`src/rtl/alarm_pkg.sv`:
```
// Shared types for the alarm sequencer: state encoding, keypad code classes
// and the default arm/disarm codes.
package alarm_pkg;

    typedef enum logic [2:0] {
        ST_DISARMED    = 3'd0,
        ST_EXIT_DELAY  = 3'd1,
        ST_ARMED       = 3'd2,
        ST_ENTRY_DELAY = 3'd3,
        ST_ALARM       = 3'd4
    } alarm_state_t;

    typedef enum logic [1:0] {
        CODE_NONE,
        CODE_ARM,
        CODE_DIS,
        CODE_BAD
    } code_class_t;

    localparam logic [4:0] DEFAULT_ARM_CODE    = 5'b10000;
    localparam logic [4:0] DEFAULT_DISARM_CODE = 5'b00100;

    // Anything submitted that is neither the arm nor the disarm code is bad.
    function automatic code_class_t classify_code(input logic       ev,
                                                  input logic [4:0] code,
                                                  input logic [4:0] arm_code,
                                                  input logic [4:0] dis_code);
        if (!ev)
            return CODE_NONE;
        else if (code == arm_code)
            return CODE_ARM;
        else if (code == dis_code)
            return CODE_DIS;
        else
            return CODE_BAD;
    endfunction

endpackage

```
`src/rtl/alarm_timer.sv`:
```
// Loadable down-counter shared by the exit, entry and siren delays.
// Holds at zero once expired so an idle timer never wraps.
module alarm_timer #(
    parameter int TW = 16
) (
    input  logic          clk,
    input  logic          rst,
    input  logic          load_i,
    input  logic [TW-1:0] load_val_i,
    input  logic          en_i,
    output logic          expired_o
);

    logic [TW-1:0] count_q;

    always_ff @(posedge clk) begin
        if (rst)
            count_q <= '0;
        else if (load_i)
            count_q <= load_val_i;
        else if (en_i && (count_q != '0))
            count_q <= count_q - 1'b1;
    end

    assign expired_o = (count_q == '0);

endmodule

```
`src/rtl/alarm_seq_ctrl.sv`:
```
// Alarm sequencer: arm/disarm by keypad, exit and entry delays, bounded siren
// and lockout after repeated wrong codes while armed.
module alarm_seq_ctrl
    import alarm_pkg::*;
#(
    parameter logic [4:0] ARM_CODE     = DEFAULT_ARM_CODE,
    parameter logic [4:0] DISARM_CODE  = DEFAULT_DISARM_CODE,
    parameter int         EXIT_CYCLES  = 100,
    parameter int         ENTRY_CYCLES = 50,
    parameter int         SIREN_CYCLES = 200,
    parameter int         MAX_BAD      = 3,
    parameter int         TW           = 16
) (
    input  logic       clk,
    input  logic       rst,
    input  logic       m1,
    input  logic       m2,
    input  logic       r,
    input  logic [4:0] k,
    output logic       active,
    output logic       alarm,
    output logic       pending,
    output logic [2:0] state
);

    localparam int BW = $clog2(MAX_BAD + 1);
    localparam logic [TW-1:0] EXIT_LOAD  = TW'(EXIT_CYCLES - 1);
    localparam logic [TW-1:0] ENTRY_LOAD = TW'(ENTRY_CYCLES - 1);
    localparam logic [TW-1:0] SIREN_LOAD = TW'(SIREN_CYCLES - 1);

    alarm_state_t  state_q, state_d;
    logic [BW-1:0] bad_q, bad_d;
    logic          r_q;
    logic          active_q, alarm_q, pending_q;

    code_class_t   code_cls;
    logic          bad_hit;
    logic [BW-1:0] bad_inc;
    logic          tmr_load, tmr_en, tmr_expired;
    logic [TW-1:0] tmr_load_val;

    alarm_timer #(.TW(TW)) u_timer (
        .clk        (clk),
        .rst        (rst),
        .load_i     (tmr_load),
        .load_val_i (tmr_load_val),
        .en_i       (tmr_en),
        .expired_o  (tmr_expired)
    );

    assign code_cls = classify_code(r & ~r_q, k, ARM_CODE, DISARM_CODE);
    assign bad_hit  = (code_cls == CODE_BAD) && ((int'(bad_q) + 1) >= MAX_BAD);
    assign bad_inc  = (int'(bad_q) < MAX_BAD) ? bad_q + 1'b1 : bad_q;
    assign tmr_en   = (state_q == ST_EXIT_DELAY) || (state_q == ST_ENTRY_DELAY) ||
                      (state_q == ST_ALARM);

    // Priority inside each state: disarm, bad-code lockout, expiry, motion.
    always_comb begin
        state_d      = state_q;
        bad_d        = bad_q;
        tmr_load     = 1'b0;
        tmr_load_val = '0;

        case (state_q)
            ST_DISARMED: begin
                if (code_cls == CODE_ARM)
                    state_d = ST_EXIT_DELAY;
            end
            ST_EXIT_DELAY: begin
                if (code_cls == CODE_DIS)
                    state_d = ST_DISARMED;
                else if (tmr_expired)
                    state_d = ST_ARMED;
            end
            ST_ARMED: begin
                if (code_cls == CODE_DIS)
                    state_d = ST_DISARMED;
                else if (bad_hit)
                    state_d = ST_ALARM;
                else begin
                    if (code_cls == CODE_BAD)
                        bad_d = bad_inc;
                    if (m1 || m2)
                        state_d = ST_ENTRY_DELAY;
                end
            end
            ST_ENTRY_DELAY: begin
                if (code_cls == CODE_DIS)
                    state_d = ST_DISARMED;
                else if (bad_hit)
                    state_d = ST_ALARM;
                else begin
                    if (code_cls == CODE_BAD)
                        bad_d = bad_inc;
                    if (tmr_expired)
                        state_d = ST_ALARM;
                end
            end
            ST_ALARM: begin
                if (code_cls == CODE_DIS)
                    state_d = ST_DISARMED;
                else if (tmr_expired)
                    state_d = ST_ARMED;
            end
            default: state_d = ST_DISARMED;
        endcase

        if ((state_d == ST_DISARMED) || ((state_d == ST_ALARM) && (state_q != ST_ALARM)))
            bad_d = '0;

        if (state_d != state_q) begin
            case (state_d)
                ST_EXIT_DELAY:  begin tmr_load = 1'b1; tmr_load_val = EXIT_LOAD;  end
                ST_ENTRY_DELAY: begin tmr_load = 1'b1; tmr_load_val = ENTRY_LOAD; end
                ST_ALARM:       begin tmr_load = 1'b1; tmr_load_val = SIREN_LOAD; end
                default:        tmr_load = 1'b0;
            endcase
        end
    end

    // Outputs are registered from the next state so they move on the same edge.
    always_ff @(posedge clk) begin
        if (rst) begin
            state_q   <= ST_DISARMED;
            bad_q     <= '0;
            r_q       <= 1'b0;
            active_q  <= 1'b0;
            alarm_q   <= 1'b0;
            pending_q <= 1'b0;
        end else begin
            state_q   <= state_d;
            bad_q     <= bad_d;
            r_q       <= r;
            active_q  <= (state_d != ST_DISARMED);
            alarm_q   <= (state_d == ST_ALARM);
            pending_q <= (state_d == ST_EXIT_DELAY) || (state_d == ST_ENTRY_DELAY);
        end
    end

    assign active  = active_q;
    assign alarm   = alarm_q;
    assign pending = pending_q;
    assign state   = state_q;

endmodule

```
`config.mk`:
```
export PLATFORM = sky130hd
export DESIGN_NAME = alarm_seq_ctrl
export DESIGN_NICKNAME = d
export VERILOG_FILES = /design/src/rtl/alarm_pkg.sv /design/src/rtl/alarm_timer.sv /design/src/rtl/alarm_seq_ctrl.sv
export SDC_FILE = /design/constraint.sdc
export NUM_CORES = 1
export LEC_CHECK = 0
export CAP_MARGIN = 25
export CORE_ASPECT_RATIO = 1.4
export CORE_MARGIN = 2
export CORE_UTILIZATION = 37
export CTS_CLUSTER_DIAMETER = 100
export DETAILED_ROUTE_END_ITERATION = 7
export MAX_ROUTING_LAYER = met4
export SYNTH_ARGS = -nofsm -noshare
export SYNTH_HDL_FRONTEND = slang
export SYNTH_SLANG_ARGS = --single-unit
```
`constraint.sdc`:
```
create_clock -name clk -period 2.8 [get_ports clk]
set_input_delay 0.56 -clock clk [delete_from_list [all_inputs] [get_ports clk]]
set_output_delay 0.56 -clock clk [all_outputs]
set_load 0.005 [all_outputs]
```
== Word-level counts from Yosys, hierarchy flattened ==
Cells that the tools add are included.

* Bitwise logic cells: 4
* Order comparisons: 2
* Add/subtract/negate cells: 3
* Equality and inequality tests: 14
* Reduce and logical (&&, ||, !) cells: 19
* Muxes and demuxes: 19

{| class="wikitable"
|+ Operator list
! cell !! count
|-
| 16-bit 2-to-1 mux || 2
|-
| 3-bit 2-to-1 mux || 9
|-
| 8-bit case mux with 3 select lines || 1
|-
| 16-bit zero test || 1
|-
| 16-bit nonzero test || 1
|-
| 16-bit by 1-bit subtractor with 16-bit output, second input constant || 1
|-
| 3-bit case mux with 4 select lines || 1
|-
| 3-bit by 2-bit == test with 1-bit output, second input constant || 3
|-
| 8-bit 2-to-1 mux || 1
|-
| 3-bit by 1-bit == test with 1-bit output, second input constant || 2
|-
| 3-bit == test, second input constant || 2
|-
| 3-bit zero test || 2
|-
| 2-bit OR reduction || 3
|-
| 5-bit by 3-bit == test with 1-bit output, second input constant || 1
|-
| 5-bit == test, second input constant || 1
|-
| 1-bit logical OR || 5
|-
| 5-bit AND reduction || 1
|-
| 2-bit == test, second input constant || 2
|-
| 2-bit 2-to-1 mux || 2
|-
| 2-bit by 1-bit adder with 3-bit output, second input constant || 1
|-
| 3-bit by 2-bit >= comparator with 1-bit output, second input constant || 1
|-
| 1-bit logical AND || 3
|-
| 1-bit 2-to-1 mux || 3
|-
| 3-bit != test || 1
|-
| other kinds (9) || 11
|}

* Word-level logic and storage cells: 68
* Bits in registers: 25

== Depth between registers and ports, before layout ==
Gate-level depths: netlist of the first run.

* Word-level depth: 14
* Depth in mapped cells: 11

== By module ==
A second synthesis of the first run with hierarchy kept.

* Cells, all modules: 195
* Area, all modules: 1665.3 um2

{| class="wikitable"
|+ Modules (own cells, without submodules)
! module !! area each (um2) !! instances !! cells each
|-
| alarm_timer || 944.7 || 1 || 114
|-
| alarm_seq_ctrl || 720.7 || 1 || 81
|}

== Worst setup path before layout of the first run ==
Ideal clock, no wire load.

* Path type: input-to-reg
* From: input port k[1]
* To: register u_timer.count_q[6]
* Setup slack: 250 ps
* Stages: 10
* Buffers on the path: 3
* Library setup time: 88 ps
* Required time: 2712 ps
* Data arrival time: 2462 ps
* Cells stage by stage: or3_1 buf_2 o211a_1 or4_1 buf_2 nand3_2 o22ai_2 buf_6 a22o_1 o32ai_2

* Cells in the longest elaborated chain, start to end: 14

{| class="wikitable"
|+ RTL lines
! what !! line !! RTL
|-
| from (decl) || alarm_seq_ctrl.sv:19 || <nowiki>input logic [4:0] k,</nowiki>
|-
| 5-bit by 3-bit == test with 1-bit output || alarm_pkg.sv:32 || <nowiki>else if (code == dis_code)</nowiki>
|-
| 1-bit 2-to-1 mux || alarm_pkg.sv:32 ||
|-
| 2-bit 2-to-1 mux (*) || alarm_pkg.sv:30 || <nowiki>else if (code == arm_code)</nowiki>
|-
| 2-bit 2-to-1 mux (*) || alarm_pkg.sv:28 || <nowiki>if (!ev)</nowiki>
|-
| 2-bit == test || alarm_seq_ctrl.sv:52 || <nowiki>assign bad_hit = (code_cls == CODE_BAD) && ((int'(bad_q) + 1) >= MAX_BAD);</nowiki>
|-
| 1-bit logical AND || alarm_seq_ctrl.sv:52 ||
|-
| 3-bit 2-to-1 mux (on tied branches) || alarm_seq_ctrl.sv:90, alarm_seq_ctrl.sv:78 ||
|-
| 3-bit 2-to-1 mux (on tied branches) || alarm_seq_ctrl.sv:88, alarm_seq_ctrl.sv:76 ||
|-
| 3-bit case mux with 4 select lines (*) || alarm_seq_ctrl.sv:64 || <nowiki>case (state_q)</nowiki>
|-
| 3-bit == test (tied with other cells) || alarm_seq_ctrl.sv:112 || <nowiki>case (state_d)</nowiki>
|-
| 3-bit OR reduction (no source line) || -- ||
|-
| 1-bit 2-to-1 mux || alarm_seq_ctrl.sv:112 ||
|-
| 1-bit 2-to-1 mux || alarm_seq_ctrl.sv:111 || <nowiki>if (state_d != state_q) begin</nowiki>
|-
| 16-bit 2-to-1 mux or 2-bit nonzero test (tied branches) || -- ||
|-
| to (signal assigned) || alarm_timer.sv:20 || <nowiki>count_q <= load_val_i;</nowiki>
|-
| to (signal assigned) || alarm_timer.sv:22 || <nowiki>count_q <= count_q - 1'b1;</nowiki>
|-
| to (decl) || alarm_timer.sv:14 || <nowiki>logic [TW-1:0] count_q;</nowiki>
|}

Mark *: on every way between the ends. The rest lies on a longest branch, timed or not.
A chain may end at the register's enable or synchronous reset.

== Worst setup path in the final report of the first run ==
* From: input port k[1]
* To: register u_timer.count_q[4]

Same word-level chain as after synthesis.

==> out/metrics.csv, run 1 <==
metric;value;unit
port_buffers;15;
synth_warnings;0;
cp_cell_sequence;clkdlybuf4s50_1 > or3_4 > o211a_1 > or4_1 > buf_4 > a31oi_1 > o31ai_1 > a311oi_1;
maxCapViolCount;0;
p_per_area;340;mW/mm^2
drt_first_pass_iters;4;
crit_buf_inv;2;
syn2layout_area_growth;21.9;%
cts_root_buffer;clkbuf_8;
drive_gt1_frac;0.129;
clk_pin_slew;0.09;ns
wirelength;3.85;mm
grt_max_degree;15;
synth_top_family_by_area;simple AND/OR/NAND/NOR gates;
maxSlewHeadroom;0.620;
hold_depth;2;
start_util;0.382;
synthMuxAreaShare;0.0134;
drc_errors;0;
fmax;370;MHz
worst_pin_slew;0.568;ns
start_kind;input port;
post_dp_cell_area;0.00177;mm^2
synth_flop_cell;dfxtp_1;
vias_per_cell;5.80;
period_share;0.964;
synth_cell_types;49;
syn_area_per_cell;8.18;um^2
drt_iter0_drc;76;
postRouteAntennaNets;0;
synth_edf_count;0;
synth_top_area_frac;0.334;
synth_top_cell_by_area;dfxtp_1;
clkLatencyLatePin;0.27;ns
clock-skew-final;0.00532;ns
drv_slew;0;
grt_use_total;0.191;
num_rows;27;
die_width;57.8;um
grt_pass1_wl;6.64;mm
p_leak;0.695;nW
critical_path_required;2.97;ns
final_common_cell;dfxtp_1;
fp.dieH;79.3;um
min_from;u_timer.count_q[10];
synth-seq-area-share;0.334;
diodes;0;
endpoint_kind;register;
crit_type;input port to register;
clockBufferDepth;2;
regToRegEndpoint;u_timer.count_q[6];
numCtsBuffers;3;
fin_area;0.00183;mm^2
hold_viol_final;0;
yosys.area_share.simple;0.338;
htree_levels;1;
synth_fa_ha_area_frac;0.0334;
hold_end;u_timer.count_q[10];
cts_sinks;25;
worst-r2r-setup-slack;0.35;ns
core_area;0.00392;mm^2
crit_slowest_cell;or4_1;
grt_overflow_total;0;
crit_fanout;6;
rsz0062_at_grt;no;
setup_viol;0;
fin_nets;224;
ir_drop;0.000201;V
dieArea;0.00458;mm^2
min_period;2.70;ns
layout_setup_ws;0.0996;ns
hold_path_class;register to register;
status;complete, no violations;
wl_per_cell;15.3;um
dp_slack;-0.285;ns
gp_congestion;0.835;
antenna_found_initial;0;
final_cell_mix;dfxtp_1, nor2_1, nand2_1;
ys_seq_elements;25;
critPathTopFamily;simple AND/OR/NAND/NOR gates;
synth_fp_nets;197;
io_pins;16;
cts_tree;yes;
yosys.area_share.xor_xnor;0.0585;
syn_area;0.00150;mm^2
worst_r2r_startpoint;u_timer.count_q[1];
synthArstFlopShare;0;
postCtsSetupBuffers;0;
synthTopCellsByArea;dfxtp_1, nor2_1, nand2_1;
worstPathArrival;2.87;ns
grt_pass1_vias;1492;
syn_inst;183;
fin_util;0.466;
finalSetupTns;0;ns
synth_compound_area_frac;0.179;
ff2ff_path_depth;9;
routed-via-count;1461;
max_stage_delay;0.46;ns
detailed_place_hpwl;3.03;mm
repair_timing:
| item | 4_1_cts | 5_1_grt |
|---|---|---|
| hold buffers | 0 | 0 |
| resized for setup | 0 | 2 |
| endpoints found under the setup margin | 0 | 13 |
area by class of cell:
type	count	area, um^2
inverters	7	26.3
well taps	43	53.8
multi-input cells	144	945
fillers	403	2090
clock buffers	4	45.0
flip-flops and latches	25	500
repair buffers	29	255
kinds of logic (layout without fill, tap and decap cells):
kind of cell / Yosys count / after routing
compound gates: 37 / 37
mux: 2 / 2
buf+inv: 14 / 40
simple gates: 91 / 91
fa+ha+maj: 4 / 4
flops: 25 / 25
xor+xnor: 10 / 10
per-layer routing:
metal	GRT usage	part of all wire	wire, um
met1	0.201	0.41	1560
met2	0.343	0.55	2100
met3	0.0261	0.030	114
met4	0.0884	0.017	66
met5	-	0	0
cell usage after synthesis, types with 2 or more instances:
| library cell | count |
|---|---|
| dfxtp_1 | 25 |
| nor2_1 | 24 |
| nand2_1 | 17 |
| a21oi_1 | 12 |
| inv_1 | 7 |
| nor3_1 | 7 |
| nor4_1 | 7 |
| xnor2_1 | 7 |
| nand3_1 | 5 |
| buf_2 | 4 |
| ha_1 | 4 |
| nand2b_1 | 4 |
| a31oi_1 | 3 |
| and4_1 | 3 |
| nand4_1 | 3 |
| nor2b_1 | 3 |
| o21ai_0 | 3 |
| or4_1 | 3 |
| xor2_1 | 3 |
| a211oi_1 | 2 |
| a22oi_1 | 2 |
| a311oi_1 | 2 |
| clkbuf_1 | 2 |
| mux2i_1 | 2 |
| nand4b_1 | 2 |
| nor3b_1 | 2 |
| o211ai_1 | 2 |
| o31a_1 | 2 |
worst min-delay path, delay by kind of cell, from the launching register on:
kind,cells,cell delay (ns)
DFF,1,0.32
and+or+nand+nor,1,0.05
AOI/OAI and AO/OA,1,0.05
flip-flops by register name, summed over array words and instances (netlist names):
register and count:
u_timer.count_q 16, r_q 1, alarm 1, pending 1, bad_q 2, active 1, state 3
stage by stage:
| stage | hold WS [ns] | std cells | total power, W |
|---|---|---|---|
| 2_1_floorplan | 0.444 | 183 | 0.000387 |
| 3_3_place_gp | 0.458 | 248 | 0.000413 |
| 3_5_place_dp | 0.461 | 248 | 0.000414 |
| 4_1_cts | 0.473 | 252 | 0.000627 |
| 5_1_grt | 0.513 | 252 | 0.000646 |
| 6_report | 0.469 | 252 | 0.000620 |
power breakdown:
| part | switching [W] | internal, W |
|---|---|---|
| Sequential | 0.00000159 | 0.000357 |
| Combinational | 0.0000236 | 0.0000251 |
| Clock | 0.000112 | 0.000102 |
worst max-delay path by stage:
stage	end	from	slack, ns	cells past startpoint
after floorplan	u_timer.count_q[6]	k[1]	0.25	10
after global placement	u_timer.count_q[6]	k[1]	-0.13	8
after detailed placement	u_timer.count_q[6]	k[1]	-0.28	8
after CTS	u_timer.count_q[6]	k[1]	0.01	8
after global routing	u_timer.count_q[4]	k[1]	0.002	8
final	u_timer.count_q[4]	k[1]	0.1	8
Power figures use the tool's default switching activity.
==> inputs of run 2 (changes only) <==
--- a/config.mk
+++ b/config.mk
@@ -5,6 +5,7 @@
 export SDC_FILE = /design/constraint.sdc
 export NUM_CORES = 1
 export LEC_CHECK = 0
+export ABC_AREA = 0
 export CAP_MARGIN = 25
 export CORE_ASPECT_RATIO = 1.4
 export CORE_MARGIN = 2
==> results of run 2 <==
Final layout, timing and power as in run 1 (identical DEF).
